[config.mk]
export PLATFORM = sky130hd
export DESIGN_NAME = reg_file_8x8_flat
export DESIGN_NICKNAME = d
export VERILOG_FILES = /design/src/rtl/reg_file_8x8_if.sv /design/src/rtl/reg_file_8x8.sv /design/src/flat_wrapper.sv
export SDC_FILE = /design/constraint.sdc
export NUM_CORES = 1
export LEC_CHECK = 0
export CORE_ASPECT_RATIO = 1.4
export CORE_UTILIZATION = 57
export CTS_CLUSTER_SIZE = 14
export DETAILED_ROUTE_END_ITERATION = 8
export GPL_ROUTABILITY_DRIVEN = 0
export PLACE_DENSITY = 0.84
export SLEW_MARGIN = 30
export SYNTH_ARGS = -nofsm -noshare
export SYNTH_HDL_FRONTEND = slang
export SYNTH_SLANG_ARGS = --single-unit
export TNS_END_PERCENT = 20
[constraint.sdc]
create_clock -name CLK -period 2.32 [get_ports CLK]
set_input_delay 0.464 -clock CLK [delete_from_list [all_inputs] [get_ports CLK]]
set_output_delay 0.464 -clock CLK [all_outputs]
set_load 0.02 [all_outputs]
[src/rtl/reg_file_8x8_if.sv]
// Register-file bus: write port, two read ports, validity flags and write counter.
interface reg_file_8x8_if #(
    parameter int unsigned DATA_W = 8,
    parameter int unsigned ADDR_W = 3
);
    logic [DATA_W-1:0] WRITEDATA;
    logic [ADDR_W-1:0] WRITEREG;
    logic              WRITEENABLE;
    logic              CLEAR;
    logic              BYPASS_EN;
    logic [ADDR_W-1:0] READREG1;
    logic [ADDR_W-1:0] READREG2;
    logic [DATA_W-1:0] REGOUT1;
    logic [DATA_W-1:0] REGOUT2;
    logic              VALID1;
    logic              VALID2;
    logic [7:0]        WRCOUNT;

    modport master (
        output WRITEDATA, WRITEREG, WRITEENABLE, CLEAR, BYPASS_EN,
        output READREG1, READREG2,
        input  REGOUT1, REGOUT2, VALID1, VALID2, WRCOUNT
    );

    modport slave (
        input  WRITEDATA, WRITEREG, WRITEENABLE, CLEAR, BYPASS_EN,
        input  READREG1, READREG2,
        output REGOUT1, REGOUT2, VALID1, VALID2, WRCOUNT
    );
endinterface

[src/rtl/reg_file_8x8.sv]
// 8x8 register file: two combinational read ports with optional write forwarding,
// per-register written flags, saturating write counter, sync clear, async active-low reset.
module reg_file_8x8 #(
    parameter int unsigned DATA_W = 8,
    parameter int unsigned ADDR_W = 3
) (
    input logic           CLK,
    input logic           RESET,
    reg_file_8x8_if.slave bus
);
    localparam int unsigned NREG = 2 ** ADDR_W;

    logic [DATA_W-1:0] regs_q [NREG];
    logic [DATA_W-1:0] regs_d [NREG];
    logic [NREG-1:0]   flag_q;
    logic [NREG-1:0]   flag_d;
    logic [7:0]        wrcnt_q;
    logic [7:0]        wrcnt_d;

    logic wr_commit;
    logic bypass1;
    logic bypass2;

    // CLEAR wins over a simultaneous write; the write is neither stored nor counted.
    assign wr_commit = bus.WRITEENABLE && !bus.CLEAR;

    always_comb begin
        regs_d  = regs_q;
        flag_d  = flag_q;
        wrcnt_d = wrcnt_q;
        if (bus.CLEAR) begin
            for (int unsigned i = 0; i < NREG; i++) begin
                regs_d[i] = '0;
            end
            flag_d  = '0;
            wrcnt_d = '0;
        end else if (bus.WRITEENABLE) begin
            regs_d[bus.WRITEREG] = bus.WRITEDATA;
            flag_d[bus.WRITEREG] = 1'b1;
            if (wrcnt_q != 8'hFF) begin
                wrcnt_d = wrcnt_q + 8'd1;
            end
        end
    end

    always_ff @(posedge CLK or negedge RESET) begin
        if (!RESET) begin
            for (int unsigned i = 0; i < NREG; i++) begin
                regs_q[i] <= '0;
            end
            flag_q  <= '0;
            wrcnt_q <= '0;
        end else begin
            for (int unsigned i = 0; i < NREG; i++) begin
                regs_q[i] <= regs_d[i];
            end
            flag_q  <= flag_d;
            wrcnt_q <= wrcnt_d;
        end
    end

    // Forwarding is gated by RESET so nothing leaks through while the array is held at zero.
    assign bypass1 = RESET && bus.BYPASS_EN && wr_commit && (bus.READREG1 == bus.WRITEREG);
    assign bypass2 = RESET && bus.BYPASS_EN && wr_commit && (bus.READREG2 == bus.WRITEREG);

    assign bus.REGOUT1 = bypass1 ? bus.WRITEDATA : regs_q[bus.READREG1];
    assign bus.REGOUT2 = bypass2 ? bus.WRITEDATA : regs_q[bus.READREG2];
    assign bus.VALID1  = bypass1 | flag_q[bus.READREG1];
    assign bus.VALID2  = bypass2 | flag_q[bus.READREG2];
    assign bus.WRCOUNT = wrcnt_q;
endmodule

[src/flat_wrapper.sv]
// flat-port wrapper written by rule: the top's interface ports become plain ports
module reg_file_8x8_flat 
#(
    parameter int unsigned DATA_W = 8,
    parameter int unsigned ADDR_W = 3
)
  (CLK, RESET, bus_WRITEDATA, bus_WRITEREG, bus_WRITEENABLE, bus_CLEAR, bus_BYPASS_EN, bus_READREG1, bus_READREG2, bus_REGOUT1, bus_REGOUT2, bus_VALID1, bus_VALID2, bus_WRCOUNT);
  reg_file_8x8_if #(.DATA_W(DATA_W), .ADDR_W(ADDR_W)) bus_i ();
  input logic CLK;
  input logic RESET;
  input wire logic [$bits(bus_i.WRITEDATA)-1:0] bus_WRITEDATA;
  input wire logic [$bits(bus_i.WRITEREG)-1:0] bus_WRITEREG;
  input wire logic [$bits(bus_i.WRITEENABLE)-1:0] bus_WRITEENABLE;
  input wire logic [$bits(bus_i.CLEAR)-1:0] bus_CLEAR;
  input wire logic [$bits(bus_i.BYPASS_EN)-1:0] bus_BYPASS_EN;
  input wire logic [$bits(bus_i.READREG1)-1:0] bus_READREG1;
  input wire logic [$bits(bus_i.READREG2)-1:0] bus_READREG2;
  output wire logic [$bits(bus_i.REGOUT1)-1:0] bus_REGOUT1;
  output wire logic [$bits(bus_i.REGOUT2)-1:0] bus_REGOUT2;
  output wire logic [$bits(bus_i.VALID1)-1:0] bus_VALID1;
  output wire logic [$bits(bus_i.VALID2)-1:0] bus_VALID2;
  output wire logic [$bits(bus_i.WRCOUNT)-1:0] bus_WRCOUNT;
  assign bus_i.WRITEDATA = bus_WRITEDATA;
  assign bus_i.WRITEREG = bus_WRITEREG;
  assign bus_i.WRITEENABLE = bus_WRITEENABLE;
  assign bus_i.CLEAR = bus_CLEAR;
  assign bus_i.BYPASS_EN = bus_BYPASS_EN;
  assign bus_i.READREG1 = bus_READREG1;
  assign bus_i.READREG2 = bus_READREG2;
  assign bus_REGOUT1 = bus_i.REGOUT1;
  assign bus_REGOUT2 = bus_i.REGOUT2;
  assign bus_VALID1 = bus_i.VALID1;
  assign bus_VALID2 = bus_i.VALID2;
  assign bus_WRCOUNT = bus_i.WRCOUNT;
  reg_file_8x8 #(.DATA_W(DATA_W), .ADDR_W(ADDR_W)) u_core (.CLK(CLK), .RESET(RESET), .bus(bus_i));
endmodule
==> results of run 1 <==
kinds of logic after synthesis:
kind of cell / Yosys count / share of synthesized area, %
AND/OR/NAND/NOR: 214 / 19.2
AO/OA/AOI/OAI: 86 / 9.22
adder cells (fa/ha/maj): 1 / 0.264
flip-flops: 80 / 42.3
XOR/XNOR: 8 / 1.48
buffers and inverters: 35 / 4.49
multiplexers: 56 / 23.1
sequential cells by signal (all words and copies together) (netlist names):
name / flops
u_core.regs_q: 64
u_core.flag_q: 8
u_core.bus.WRCOUNT: 8
final cells by class:
class,count,area (sq um),area share (%)
Clock inverter,4,22.5,0.371
Sequential cell,80,2000,33.0
Inverter,1,3.75,0.0618
Tap cell,102,128,2.10
Multi-Input combinational cell,365,2720,44.8
Timing Repair Buffer,97,953,15.7
Clock buffer,10,239,3.94
synth_stat cells (4+ instances only):
master and instances:
a21oi_1 82, buf_2 6, buf_4 5, clkbuf_1 17, dfrtp_1 80, mux2i_1 20, mux4_1 22, mux4_2 14
nand2_1 139, nand3_1 6, nor2_1 43, nor2_2 4, nor3_1 4, xnor2_1 7
stage by stage:
| stage | worst slack, ns | utilization [%] | hold WS [ns] | area [sq um] |
|---|---|---|---|---|
| after floorplan | 0.188 | - | 0.168 | 4740 |
| after global placement | -0.726 | 68.0 | 0.471 | 5510 |
| after detailed placement | -0.734 | 68.0 | 0.482 | 5510 |
| after CTS | -0.0327 | 72.4 | 0.122 | 5860 |
| after global routing | -0.0419 | 74.9 | 0.137 | 6070 |
| final | -0.00456 | 74.9 | 0.110 | 6070 |
where the power goes:
group	internal, uW	switching [uW]	total [uW]
combinational	211	282	493
sequential	1430	27.7	1450
clock	735	559	1290
worst max-delay path: stages:
cell	delay, ns
buf_4	0.14
buf_12	0.16
mux4_1	0.59
mux2i_2	0.26
a21oi_4	0.10
buf_6	0.14
routing by layer:
metal	GRT usage, %	part of all wire, %	wire [microns]	up-vias
met5	0	0	0	-
met4	31.2	6.7	1030	0
met3	6.47	9.0	1380	85
met2	63.3	51	7800	320
met1	41.5	34	5150	2153
li1	-	-	-	1847
timing repair:
| item | 4_1_cts | 5_1_grt |
|---|---|---|
| gates resized for setup | 121 | 53 |
| gates cloned | 3 | 2 |
| endpoints found under the setup margin | 18 | 17 |
| pin swaps | 6 | 5 |
path summary, 6_finish.rpt:
| kind | slack, ns | startpoint | end | depth (start not counted) |
|---|---|---|---|---|
| hold reg to reg | 0.52 | u_core.flag_q[5] | u_core.flag_q[5] | 2 |
| setup / recovery | -0.005 | bus_READREG1[0] | bus_REGOUT1[0] | 6 |
| setup reg to reg | 0.56 | u_core.bus.WRCOUNT[0] | u_core.bus.WRCOUNT[1] | 5 |
| min in group CLK | 0.52 | u_core.flag_q[5] | u_core.flag_q[5] | 2 |
| hold / removal | 0.11 | RESET | u_core.regs_q[11] | 2 |
| max in group asynchronous | 1.13 | RESET | u_core.regs_q[56] | 3 |
==> qor.yml, run 1 <==
run_status:
  status: "complete, but fails checks"
  failed_checks: "setup timing"
routing:
  wl_mm: 15.4
  antenna_left: 0
  firstDrtPassIters: 5
  via_per_inst: 6.68
  drc_errors: 0
  routed-via-count: 4405
  first_iter_violations: 529
  wire_per_inst_microns: 23.3
power_and_ir_drop:
  p_per_area_nw_per_um2: 534
  peakVddDrop_mv: 0.446
  power.leakage_uw: 0.00268
  finalPower_uw: 3240
sta:
  period_needed_ns: 2.32
  fmax_ghz: 0.430
  post-route-period-util_pct: 100
  max_slew.worst_pin.slew_ns: 0.821
  setup_ws_ns: -0.00456
  drv_slew: 0
  hold_viol_final: 0
  fin_setup_tns_ns: -0.00456
  max_slew_margin_pct: 45.2
  finClkSkew_ns: 0.00443
  setup_viol: 1
grt:
  grt_start_max_net_pins: 81
  grt_pass1_wl_mm: 23.4
  grt-ovfl-total: 0
  grt_use_total_pct: 37.6
  antenna_found_initial: 0
  grt_pass1_vias: 4552
placement:
  port_buffers: 47
  dp.cells: 640
  dp_hpwl_mm: 9.25
clock_tree:
  htreeDepth: 3
  cts_tree: "built"
  postCtsSetupBuffers: 0
  cts_made_buffers: 9
  clk_pin_slew_ns: 0.07
  clock_latency_ns: 0.34
  clock-root-buffer: "clkbuf_16"
  clockBufferDepth: 2
  cts_hold_buf: 0
  cts.sinks: 80
layout:
  antennaDiodeCount: 0
  syn2layout_area_growth_pct: 28.2
  final_cell_mix: "nand2_1, dfrtp_1, a21oi_1"
  nets: 577
  final_layout_size_suffix_gt1_share_pct: 26.0
  num-fill-cells: 550
  final_common_cell: "nand2_1"
  layout.cells.non_filler: 659
synthesis:
  ys_types: 34
  yosys_warnings: 0
  synth_seq_area_share_pct: 42.3
  synth_area_leaders: "dfrtp_1, mux4_1, nand2_1"
  synth_seq_cells: 80
  synth_area_per_cell_sq_um: 9.87
  post-synth-top-area-cell: "dfrtp_1"
  yosysTopAreaCellShare_pct: 42.3
  synthArstFlopShare_pct: 100
  synth_cells: 480
  netlist_area_sq_um: 4740
  syn_nets: 503
  synth-main-ff-cell: "dfrtp_1"
  synth-edff-count: 0
run:
  maxCapViolCount: 0
setup_path:
  worstPathMaxFanout: 10
  required_ns: 1.86
  worstSetupPathType: "input port to output pin"
  start_kind: "input port"
  worstSetupEndpointType: "output pin"
  critical_path_arrival_ns: 1.86
worst_hold_path:
  hold_class: "input port to async pin"
floorplanning:
  die_area_sq_um: 8680
  start_util_pct: 58.5
  fp-row-count: 39
  ios: 48
  die_h_microns: 110
  die_w_microns: 79.0
  core_sq_um: 8100
Note: power is estimated with default switching activity, not from simulation.
==> inputs of run 2 (changes only) <==
CORE_UTILIZATION = 64   (was 57)
DONT_BUFFER_PORTS = 1   (was default)
==> run 2 against run 1 <==
Effect of this change: the run now ends clean; register-to-register slack worse by 0.02 ns; critical endpoint is now bus_REGOUT2[0]; global-route usage down 2.1 points; die area down 11%; core utilization down 3.0 points; via count down 11%; flip-flop and latch count unchanged; clock power down 12%; clock-buffer cell count up 3.
==> qor.yml, run 2 (synthesized netlist as in run 1, its figures left out) <==
layout:
  final_layout_size_suffix_gt1_share_pct: 13.0
  largest_reg_flops: 64
  multi_input_area_sq_um: 2540
  nets: 503
  fin_util_pct: 71.9
  final_cell_mix: "nand2_1, a21oi_1, dfrtp_1"
  regMostFlops: "u_core.regs_q"
  num-fill-cells: 534
  seqCellArea_sq_um: 2000
  syn2layout_area_growth_pct: 7.34
  layout.cells.non_filler: 580
  antennaDiodeCount: 0
  final_common_cell: "nand2_1"
grt:
  grt_pass1_vias: 3692
  grt-ovfl-total: 0
  grt_start_max_net_pins: 82
  antenna_found_initial: 0
  grt_use_total_pct: 35.6
  grt_pass1_wl_mm: 19.7
power_and_ir_drop:
  peakVddDrop_mv: 0.488
  power.leakage_uw: 0.00221
  p_per_area_nw_per_um2: 558
  finalPower_uw: 2840
sta:
  fin_setup_tns_ns: 0
  rsz0062_at_grt: "no"
  hold_viol_final: 0
  setup_viol: 0
  drv_slew: 0
  max_slew_margin_pct: 57.4
  post-route-period-util_pct: 99.6
  fmax_ghz: 0.433
  finClkSkew_ns: 0.00649
  timing.hold.ws_ns: 0.151
  period_needed_ns: 2.31
  max_slew.worst_pin.slew_ns: 0.639
setup_path:
  required_ns: 1.86
  worstSetupPathType: "flop to output pin"
  r2r_cells: 5
  worstSetupEndpointType: "output pin"
  start_kind: "flop"
  worstPathMaxFanout: 3
  critical_path_arrival_ns: 1.85
placement:
  dp.cells: 562
  port_buffers: 0
  dp_hpwl_mm: 8.04
clock_tree:
  clock_latency_ns: 0.37
  clock-root-buffer: "clkbuf_8"
  cts.sinks: 80
  htreeDepth: 3
  clockBufferDepth: 2
  cts_made_buffers: 9
  clk_pin_slew_ns: 0.08
  postCtsSetupBuffers: 0
  cts_tree: "built"
floorplanning:
  die_w_microns: 74.7
  start_util_pct: 67.0
  ios: 48
  die_area_sq_um: 7750
  die_h_microns: 104
  fp-row-count: 36
  core_sq_um: 7070
run_status:
  status: "completed"
routing:
  wl_mm: 12.7
  via_per_inst: 6.73
  wire_per_inst_microns: 21.9
  antenna_left: 0
  first_iter_violations: 535
  drc_errors: 0
  routed-via-count: 3905
  firstDrtPassIters: 5
worst_hold_path:
  whs_path_depth: 1
  hold_class: "input port to flop"
run:
  maxCapViolCount: 0
-- run 2: changes by cell type in the layout (fill, tap and decap cells not counted), moves of 5 or more --
cell	delta
clkbuf_16	-10
buf_6	-10
buf_4	-28
nor2_2	-5
clkbuf_8	+9
clkdlybuf4s50_1	-16
nor2_4	-7
nor2_1	+12
a21oi_2	-9
a21oi_1	+13
-- run 2: layout make-up --
cell class / instances / area share, %
clock buffer: 13 / 2.93
sequential: 80 / 39.4
multi-input combinational: 365 / 49.9
timing repair buffer: 23 / 4.08
inverter: 1 / 0.0738
clock inverter: 3 / 1.28
tap: 95 / 2.34
-- run 2: worst paths after layout --
kind	from	to	slack, ns
min reg2reg	u_core.flag_q[0]	u_core.flag_q[0]	0.52
max in group asynchronous	RESET	u_core.regs_q[40]	1.33
min in group asynchronous	RESET	u_core.regs_q[58]	0.66
max	u_core.regs_q[8]	bus_REGOUT2[0]	0.009
min	bus_CLEAR	u_core.regs_q[24]	0.15
max reg2reg	u_core.bus.WRCOUNT[0]	u_core.bus.WRCOUNT[1]	0.54
-- run 2: layer usage --
layer | vias up | routed length (microns) | part of all wire (%) | global-route usage (%)
met1 | 1907 | 4360 | 34 | 45.6
met3 | 50 | 1300 | 10 | 8.75
met4 | 0 | 601 | 4.7 | 19.5
li1 | 1688 | - | - | -
met2 | 260 | 6440 | 51 | 54.7
met5 | - | 0 | 0 | 0
-- run 2: what timing repair did --
action	CTS	global route
gates resized for setup	0	5
hold buffers	2	0
endpoints found under the hold margin	80	0
endpoints found under the setup margin	0	3
-- run 2: per-stage QoR --
| step | cell area, sq um | worst slack, ns |
|---|---|---|
| floorplan | 4740 | 0.188 |
| global placement | 4820 | 0.304 |
| detailed placement | 4820 | 0.271 |
| CTS | 5070 | 0.0108 |
| global route | 5080 | 0.00629 |
| finish | 5080 | 0.00914 |
-- run 2: power by group --
part | internal (uW) | switching, uW
clock | 635 | 498
sequential | 1420 | 31.1
combinational | 117 | 131
total | 2180 | 659
-- run 2: worst max-delay path: stages, from the launching register on --
cell and delay [ns]:
dfrtp_1 0.41, mux4_1 0.49, mux2i_1 0.27, a21oi_1 0.14, buf_4 0.18
==> inputs of run 3 (changes only) <==
CTS_CLUSTER_DIAMETER = 50   (was default)
==> results of run 3 <==
The final DEF is identical to that of run 2; final timing and power are the same.
